File: src/rtl/aes_pkg.sv
// Shared definitions for the iterative AES encryption sequencer.
package aes_pkg;

  localparam int AES_BLOCK_W = 128;

  typedef enum logic [2:0] {
    ST_IDLE     = 3'd0,
    ST_WAIT_KEY = 3'd1,
    ST_ROUND    = 3'd2,
    ST_FINAL    = 3'd3,
    ST_OUT      = 3'd4
  } seq_state_e;

  function automatic int nr_for_nk(input int nk);
    return nk + 6;
  endfunction

  function automatic int round_idx_w(input int nr);
    return $clog2(nr + 1);
  endfunction

endpackage

File: src/rtl/aes_round_counter.sv
// Loadable, saturating round-key index counter; flags the last full round (Nr-1).
module aes_round_counter
  import aes_pkg::*;
#(
  parameter int Nr = 10,
  parameter int RW = round_idx_w(Nr)
) (
  input  logic          clk,
  input  logic          reset,
  input  logic          clear,
  input  logic          load,
  input  logic [RW-1:0] load_val,
  input  logic          inc,
  output logic [RW-1:0] count,
  output logic          term
);

  logic [RW-1:0] count_r;

  // Round index register; never allowed past Nr.
  always_ff @(posedge clk or negedge reset) begin
    if (!reset) begin
      count_r <= {RW{1'b0}};
    end else if (clear) begin
      count_r <= {RW{1'b0}};
    end else if (load) begin
      count_r <= (load_val > RW'(Nr)) ? RW'(Nr) : load_val;
    end else if (inc && (count_r < RW'(Nr))) begin
      count_r <= count_r + {{(RW-1){1'b0}}, 1'b1};
    end else begin
      count_r <= count_r;
    end
  end

  assign count = count_r;
  assign term  = (count_r == RW'(Nr - 1));

endmodule

File: src/rtl/aes_round_sequencer.sv
// AES round sequencer: owns the round-state register, key index and the
// plaintext/ciphertext handshakes around a shared iterative round datapath.
module aes_round_sequencer
  import aes_pkg::*;
#(
  parameter int Nk = 4,
  parameter int Nr = 10,
  parameter int RW = round_idx_w(Nr)
) (
  input  logic                   clk,
  input  logic                   reset,
  input  logic                   in_valid,
  output logic                   in_ready,
  input  logic [AES_BLOCK_W-1:0] data_in,
  input  logic                   key_valid,
  output logic                   key_lock,
  output logic [AES_BLOCK_W-1:0] pt_q,
  input  logic [AES_BLOCK_W-1:0] ark0_out,
  output logic [AES_BLOCK_W-1:0] state_q,
  input  logic [AES_BLOCK_W-1:0] round_out,
  input  logic [AES_BLOCK_W-1:0] final_out,
  output logic [RW-1:0]          round_idx,
  output logic                   last_round,
  output logic                   busy,
  output logic                   out_valid,
  input  logic                   out_ready,
  output logic [AES_BLOCK_W-1:0] data_out
);

  if (!((Nk == 4 || Nk == 6 || Nk == 8) && (Nr == nr_for_nk(Nk)) && (RW >= round_idx_w(Nr))))
  begin : g_bad_params
    $error("aes_round_sequencer: illegal Nk/Nr/RW combination");
  end

  seq_state_e             state_r;
  logic [AES_BLOCK_W-1:0] pt_r;
  logic [AES_BLOCK_W-1:0] st_r;
  logic [AES_BLOCK_W-1:0] dout_r;
  logic                   in_ready_r;
  logic                   key_lock_r;
  logic                   busy_r;
  logic                   out_valid_r;
  logic                   last_round_r;
  logic                   cnt_clear_s;
  logic                   cnt_load_s;
  logic                   cnt_inc_s;
  logic                   cnt_term_s;
  logic [RW-1:0]          cnt_s;

  // Round counter control, decoded from the current state.
  always_comb begin
    cnt_clear_s = 1'b0;
    cnt_load_s  = 1'b0;
    cnt_inc_s   = 1'b0;
    case (state_r)
      ST_IDLE:     cnt_clear_s = 1'b1;
      ST_WAIT_KEY: cnt_load_s  = key_valid;
      ST_ROUND:    cnt_inc_s   = 1'b1;
      ST_FINAL:    cnt_inc_s   = 1'b0;
      ST_OUT:      cnt_clear_s = out_ready;
      default:     cnt_clear_s = 1'b1;
    endcase
  end

  aes_round_counter #(.Nr(Nr), .RW(RW)) u_round_counter (
    .clk      (clk),
    .reset    (reset),
    .clear    (cnt_clear_s),
    .load     (cnt_load_s),
    .load_val (RW'(1)),
    .inc      (cnt_inc_s),
    .count    (cnt_s),
    .term     (cnt_term_s)
  );

  // Sequencer FSM with all handshake/status outputs registered.
  always_ff @(posedge clk or negedge reset) begin
    if (!reset) begin
      state_r      <= ST_IDLE;
      pt_r         <= {AES_BLOCK_W{1'b0}};
      st_r         <= {AES_BLOCK_W{1'b0}};
      dout_r       <= {AES_BLOCK_W{1'b0}};
      in_ready_r   <= 1'b1;
      key_lock_r   <= 1'b0;
      busy_r       <= 1'b0;
      out_valid_r  <= 1'b0;
      last_round_r <= 1'b0;
    end else begin
      case (state_r)
        ST_IDLE: begin
          if (in_valid) begin
            pt_r       <= data_in;
            in_ready_r <= 1'b0;
            key_lock_r <= 1'b1;
            busy_r     <= 1'b1;
            state_r    <= ST_WAIT_KEY;
          end
        end
        ST_WAIT_KEY: begin
          if (key_valid) begin
            st_r    <= ark0_out;
            state_r <= ST_ROUND;
          end
        end
        ST_ROUND: begin
          st_r <= round_out;
          if (cnt_term_s) begin
            last_round_r <= 1'b1;
            state_r      <= ST_FINAL;
          end
        end
        ST_FINAL: begin
          dout_r      <= final_out;
          out_valid_r <= 1'b1;
          state_r     <= ST_OUT;
        end
        ST_OUT: begin
          if (out_ready) begin
            out_valid_r  <= 1'b0;
            key_lock_r   <= 1'b0;
            busy_r       <= 1'b0;
            in_ready_r   <= 1'b1;
            last_round_r <= 1'b0;
            state_r      <= ST_IDLE;
          end
        end
        default: begin
          out_valid_r  <= 1'b0;
          key_lock_r   <= 1'b0;
          busy_r       <= 1'b0;
          in_ready_r   <= 1'b1;
          last_round_r <= 1'b0;
          state_r      <= ST_IDLE;
        end
      endcase
    end
  end

  assign in_ready   = in_ready_r;
  assign key_lock   = key_lock_r;
  assign busy       = busy_r;
  assign out_valid  = out_valid_r;
  assign last_round = last_round_r;
  assign pt_q       = pt_r;
  assign state_q    = st_r;
  assign data_out   = dout_r;
  assign round_idx  = cnt_s;

endmodule

File: config.mk
export PLATFORM = sky130hd
export DESIGN_NAME = aes_round_sequencer
export DESIGN_NICKNAME = d
export VERILOG_FILES = /design/src/rtl/aes_pkg.sv /design/src/rtl/aes_round_counter.sv /design/src/rtl/aes_round_sequencer.sv
export SDC_FILE = /design/constraint.sdc
export NUM_CORES = 1
export LEC_CHECK = 0
export CELL_PAD_IN_SITES_DETAIL_PLACEMENT = 0
export CELL_PAD_IN_SITES_GLOBAL_PLACEMENT = 1
export CORE_AREA = 3 3 358 360
export DETAILED_ROUTE_END_ITERATION = 8
export DIE_AREA = 0 0 361 363
export PLACE_DENSITY = 0.49
export REMOVE_ABC_BUFFERS = 1
export SLEW_MARGIN = 20
export SYNTH_ARGS = -nofsm -noshare
export SYNTH_HDL_FRONTEND = slang
export SYNTH_SLANG_ARGS = --single-unit
File: constraint.sdc
create_clock -name clk -period 2.5 [get_ports clk]
set_input_delay 0.625 -clock clk [delete_from_list [all_inputs] [get_ports clk]]
set_output_delay 0.625 -clock clk [all_outputs]
set_load 0.005 [all_outputs]
==> metrics.txt, run 1 <==
die footprint 131,000 sq um; Skew-Pair Late Insertion Delay 620 ps; commonest cells after routing, fill and taps aside sky130_fd_sc_hd__clkdlybuf4s50_1, sky130_fd_sc_hd__mux2_2, sky130_fd_sc_hd__dfrtp_1; H-tree lvl count 2; Initial Utilization 0.1303; unrepaired setup endpoints after global routing false; sequential cell area fraction in the yosys report 0.6052; # IOs 910; half-perimeter wire length of the detailed placement result 65,820 um; pin slew with the least headroom to its limit 538.3 ps; Required @ worst endpoint 1880 ps; library cell occupying the most area in the post-synthesis netlist sky130_fd_sc_hd__dfrtp_1; final worst-path setup slack 142.2 ps; layout-stage area growth over the synthesis result 82.01%; number of placed cells counting well taps 3,579; Global Route met2 Usage 0.2158; met1 global-route usage 0.1235; number of warning messages in the yosys log 0; Setup crit end kind primary output; via count of the first global-routing pass 14,240; proportion of layout cells with a drive suffix above 1 0.2931; startpoint class of the critical path flop; number of cells on the critical path 1; FF-to-FF path depth 5; maximum resistive drop on vdd 0.6163 mV; Worst Path Buf+Inv 1; vias after detailed routing 12,490; initial antenna violation count 14; final-report setup violation count 0; arrival time reported for the critical path endpoint 1730 ps; number of fill cells 13,140; number of non-filler instances in the completed layout 3,677; relative slew slack 0.6373; Crit-path slowest cell sky130_fd_sc_hd__clkdlybuf4s50_1; clock-pin slew on the worst setup and hold paths 60 ps; total cell area at the placement stage 27,940 sq um; leak pwr 0.01157 uW; global routing usage on met3 0.04863; hold crit path type reg2reg; GRT Overall Usage 0.1168; clock tree from TritonCTS yes; synthesized instance count 1,020; netlist area before placement 16,340 sq um; CP peak stage delay 620 ps; GP Congestion 0.7973; Slew Limit Fails 0; time the worst path needs with I/O delays and setup 2358 ps; layout net count 2,503; final design area excluding fillers 29,730 sq um; Tcrit/Tclk final 0.9431; mean cell area of the mapped netlist 16.02 sq um; Worst Clk Skew 21.70 ps; number of antenna-violating nets in the routed design 0; delay-heaviest family, CP buffers and inverters; post-layout total power 36,780 uW; Residual DRC 0; wire length reported by the detailed router 79,830 um; GR Overflow Total 0; # port buffers 909; Post-Place Setup Slack 31.24 ps; TritonCTS Buffers 52; most common cell after layout, fill and taps aside sky130_fd_sc_hd__clkdlybuf4s50_1; Critical Path, Cell by Cell clkdlybuf4s50_1; CTS Buffer Depth 3; Worst Setup Path Type reg2out; Max Cap Viol 0; routed length per placed instance 21.71 um; count of cells along the worst hold path 1; chip width 361 um; die height 363 um; root buffer cell sky130_fd_sc_hd__clkbuf_16; total of flip-flops plus latches after synthesis 395; DRC marker count from the first detailed-route iteration 319; power density normalized to cell area 1237 nW/um^2; Top FF cell, synth sky130_fd_sc_hd__dfrtp_1; top-area cell type share of the netlist area 0.6036; count of flip-flops with a built-in enable after synthesis 0; top area cells in the synthesized netlist sky130_fd_sc_hd__dfrtp_1, sky130_fd_sc_hd__mux2_2, sky130_fd_sc_hd__mux2_1; highest fanout seen on the critical path 2; first-pass GRT wire length 109,600 um; number of library cell types mapped by synthesis 32; vias per cell 3.397; total clock sinks 395; status completed; final worst hold slack 491.8 ps; std cell rows 130; area inside the core boundary 125,400 sq um; first-pass iteration count of the detailed router 4; layer with the highest usage after global routing met2; Async SR Flop Fraction 1.000; Hold Violations, Final 0; FMAX 424.1 MHz; total setup buffers inserted after CTS 0; maximum number of pins on one net before global-route repair 76
-- state kept, by name, indices dropped and copies added, names as in the netlist --
| register | cells |
|---|---|
| in_ready | 1 |
| data_out | 128 |
| last_round | 1 |
| state_q | 128 |
| busy | 1 |
| pt_q | 128 |
| state_r | 3 |
| out_valid | 1 |
| u_round_counter.count | 4 |
-- metrics by stage --
stage / utilization / TNS (ps)
after floorplan: - / -2023500
after global placement: 0.2228 / 0
after detailed placement: 0.2228 / 0
after CTS: 0.2370 / 0
after global routing: 0.2370 / 0
final: 0.2371 / 0
-- metal layers --
metal | up-vias | part of all wire
li1 | 5597 | -
met1 | 6291 | 0.36
met2 | 500 | 0.52
met3 | 90 | 0.094
met4 | 14 | 0.018
met5 | - | 0.0011
-- cell families after synthesis --
kind of cell	after synthesis	share of synthesized area
muxes	513	0.3536
DFF	395	0.6052
buffers and inverters	65	0.02275
and+or+nand+nor	24	0.008578
AOI/OAI and AO/OA	21	0.008349
adders and majority gates	2	0.001532
-- power breakdown --
group / switching (uW) / internal [uW]
logic: 6390 / 10800
clock network: 3060 / 4780
registers: 1980 / 9730
-- cell type report --
cell class	instances	area [sq um]	area share
antenna	4	10.01	0.0003367
clock buffer	72	1456	0.04898
clock inverter	21	312.8	0.01052
inverter	4	15.01	0.0005050
multi-input combinational	560	6113	0.2056
sequential	395	9888	0.3326
tap	1650	2064	0.06944
timing repair buffer	971	9872	0.3320
-- Yosys cell counts (all sizes together) (3+ instances only) --
cell	n
a21oi	7
buf	58
clkbuf	3
dfrtp	394
inv	4
mux2	513
nand2	4
nand2b	3
nor2	5
o21ai	5
-- repair_timing --
action | in CTS | in global routing
resized for setup | 2 | 0
hold buffers | 1 | 0
endpoints found under the hold margin | 24 | 0
endpoints found under the setup margin | 2 | 0
-- path summary, 6_finish.rpt --
| check | startpoint | end | slack, ps |
|---|---|---|---|
| min | state_q[77] | state_q[77] | 490 |
| max in group asynchronous | reset | state_q[105] | 1170 |
| max reg2reg | state_r[0] | state_q[74] | 260 |
| min in group asynchronous | reset | state_q[59] | 550 |
| max | pt_q[78] | pt_q[78] | 140 |
| min reg2reg | state_q[77] | state_q[77] | 490 |
No activity file was read; power rests on OpenSTA's default activity.
==> run 2: changes to the inputs <==
Settings changed: ABC_CLOCK_PERIOD_IN_PS from default to 2500.
==> results of run 2 <==
No change in the layout: final DEF, timing and power equal those of run 1.
==> run 3: changes to the inputs <==
--- a/config.mk
+++ b/config.mk
@@ -12,5 +12,5 @@
 export DETAILED_ROUTE_END_ITERATION = 8
 export DIE_AREA = 0 0 361 363
-export PLACE_DENSITY = 0.49
+export PLACE_DENSITY = 0.52
 export REMOVE_ABC_BUFFERS = 1
 export SLEW_MARGIN = 20
==> constraint.sdc (replaced) <==
create_clock -name clk -period 2.5 [get_ports clk]
set_input_delay 0.625 -clock clk [delete_from_list [all_inputs] [get_ports clk]]
set_output_delay 0.625 -clock clk [all_outputs]
set_load 0.05 [all_outputs]
==> metrics.txt, run 3 (synthesized netlist as in run 1, its figures left out) <==
proportion of layout cells with a drive suffix above 1 0.3437; Crit-path slowest cell sky130_fd_sc_hd__clkdlybuf4s50_1; chip width 361 um; Worst Path Buf+Inv 1; switching fraction of total power 0.4834; vias after detailed routing 12,570; number of antenna-violating nets in the routed design 0; total clock sinks 395; H-tree lvl count 2; count of cells along the worst hold path 1; aggregate negative setup slack 0 ps; relative slew slack 0.5772; initial antenna violation count 16; wire length reported by the detailed router 79,750 um; unrepaired setup endpoints after global routing false; highest fanout seen on the critical path 2; hold wc startpoint data_out[58]; half-perimeter wire length of the detailed placement result 66,260 um; Skew-Pair Late Insertion Delay 620 ps; Worst Setup Path Type reg2out; Reg power frac 0.248; start of the worst register-to-register path state_r[2]; number of non-filler instances in the completed layout 3,675; via count of the first global-routing pass 14,300; GP Congestion 0.8242; first-pass iteration count of the detailed router 4; clock-pin slew on the worst setup and hold paths 60 ps; final-report setup violation count 0; delay-heaviest family, CP buffers and inverters; final cell utilization of the core 0.2343; status completed; post-layout total power 46,930 uW; arrival time reported for the critical path endpoint 1790 ps; layout net count 2,503; Setup crit end kind primary output; die footprint 131,000 sq um; maximum number of pins on one net before global-route repair 83; power density normalized to cell area 1597 nW/um^2; Residual DRC 0; Worst Clk Skew 18.77 ps; CP peak stage delay 840 ps; Required @ worst endpoint 1880 ps; total setup buffers inserted after CTS 0; time the worst path needs with I/O delays and setup 2418 ps; root buffer cell sky130_fd_sc_hd__clkbuf_16; commonest cells after routing, fill and taps aside sky130_fd_sc_hd__clkdlybuf4s50_1, sky130_fd_sc_hd__mux2_2, sky130_fd_sc_hd__dfrtp_1; leak pwr 0.01205 uW; # port buffers 909; startpoint class of the critical path flop; first-pass GRT wire length 109,600 um; Worst Hold Path EP data_out[58]; die height 363 um; Slew Limit Fails 0; R2R setup slack 390 ps; vias per cell 3.421; layout-stage area growth over the synthesis result 79.86%; Tcrit/Tclk final 0.9672; maximum resistive drop on vdd 0.9258 mV; GRT Overall Usage 0.1161; hold crit path type reg2reg; DRC marker count from the first detailed-route iteration 304; CTS Buffer Depth 3; Hold Violations, Final 0; Max Cap Viol 0; final worst hold slack 494.3 ps; FF-to-FF path depth 5; clock tree from TritonCTS yes; switching power 22,690 uW; # IOs 910; std cell rows 130; terminus of the critical flop-to-flop path state_q[116]; TritonCTS Buffers 51; area inside the core boundary 125,400 sq um; FMAX 413.6 MHz; most common cell after layout, fill and taps aside sky130_fd_sc_hd__clkdlybuf4s50_1; share of power burned in combinational logic 0.585; number of placed cells counting well taps 3,580; Critical Path, Cell by Cell clkdlybuf4s50_1; Initial Utilization 0.1303; cell internal pwr 24,250 uW; pin slew with the least headroom to its limit 636.7 ps; part of the total power dissipated in the clock network 0.167; GR Overflow Total 0; routed length per placed instance 21.70 um
[run 3: cell types whose count changed in the layout (fill, tap and decap cells not counted), sizes merged]
cell | before | now
clkdlybuf4s50 | 908 | 669
dlygate4sd2 | 0 | 112
buf | 62 | 165
dlymetal6s2s | 0 | 25
clkbuf | 72 | 71
clkinv | 12 | 11
clkinvlp | 0 | 1
diode | 4 | 3
inv | 6 | 5
[run 3: how the worst max path moves through the flow]
stage	end	slack [ps]	depth (start not counted)	start
finish	state_q[88]	80	1	state_q[88]
global route	data_out[30]	0.02	1	data_out[30]
CTS	pt_q[46]	0.5	1	pt_q[46]
detailed placement	pt_q[114]	30	6	in_valid
global placement	state_q[9]	60	5	key_valid
floorplan	pt_q[0]	-7970	3	in_valid
[run 3: area by class of cell]
type	instances	area [sq um]
Timing Repair Buffer	972	9509
Clock inverter	20	325.3
Fill cell	13160	96030
Sequential cell	395	9886
Clock buffer	71	1461
Multi-Input combinational cell	560	6113
Inverter	4	15.01
Antenna cell	3	7.507
Tap cell	1650	2064
[run 3: power groups by stage]
stage / Clock, uW / Sequential, uW / Combinational (uW)
floorplan: 0 / 22100 / 4970
global placement: 0 / 11700 / 28500
detailed placement: 0 / 11800 / 28700
CTS: 8230 / 11700 / 28100
global route: 8450 / 12100 / 28600
finish: 7840 / 11600 / 27500
[run 3: metal layers]
| layer | vias up | part of all wire | global-route usage |
|---|---|---|---|
| met2 | 508 | 0.53 | 0.2153 |
| li1 | 5596 | - | - |
| met4 | 20 | 0.019 | 0.02545 |
| met1 | 6355 | 0.37 | 0.1251 |
| met3 | 95 | 0.085 | 0.04323 |
| met5 | - | 0.0017 | 0 |
[run 3: per-stage QoR]
stage,cell area [sq um],setup slack (ps)
final,29380,81.91
after global routing,29370,0.02043
after floorplan,15980,-7971
after global placement,27660,61.51
after detailed placement,27660,34.96
after CTS,29310,0.5087
[run 3: what timing repair did]
| action | in CTS | in global routing |
|---|---|---|
| hold endpoints to repair | 27 | 0 |
| setup endpoints to repair | 112 | 25 |
| hold buffers | 1 | 0 |
| pin swaps | 0 | 0 |
| resized for setup | 112 | 25 |
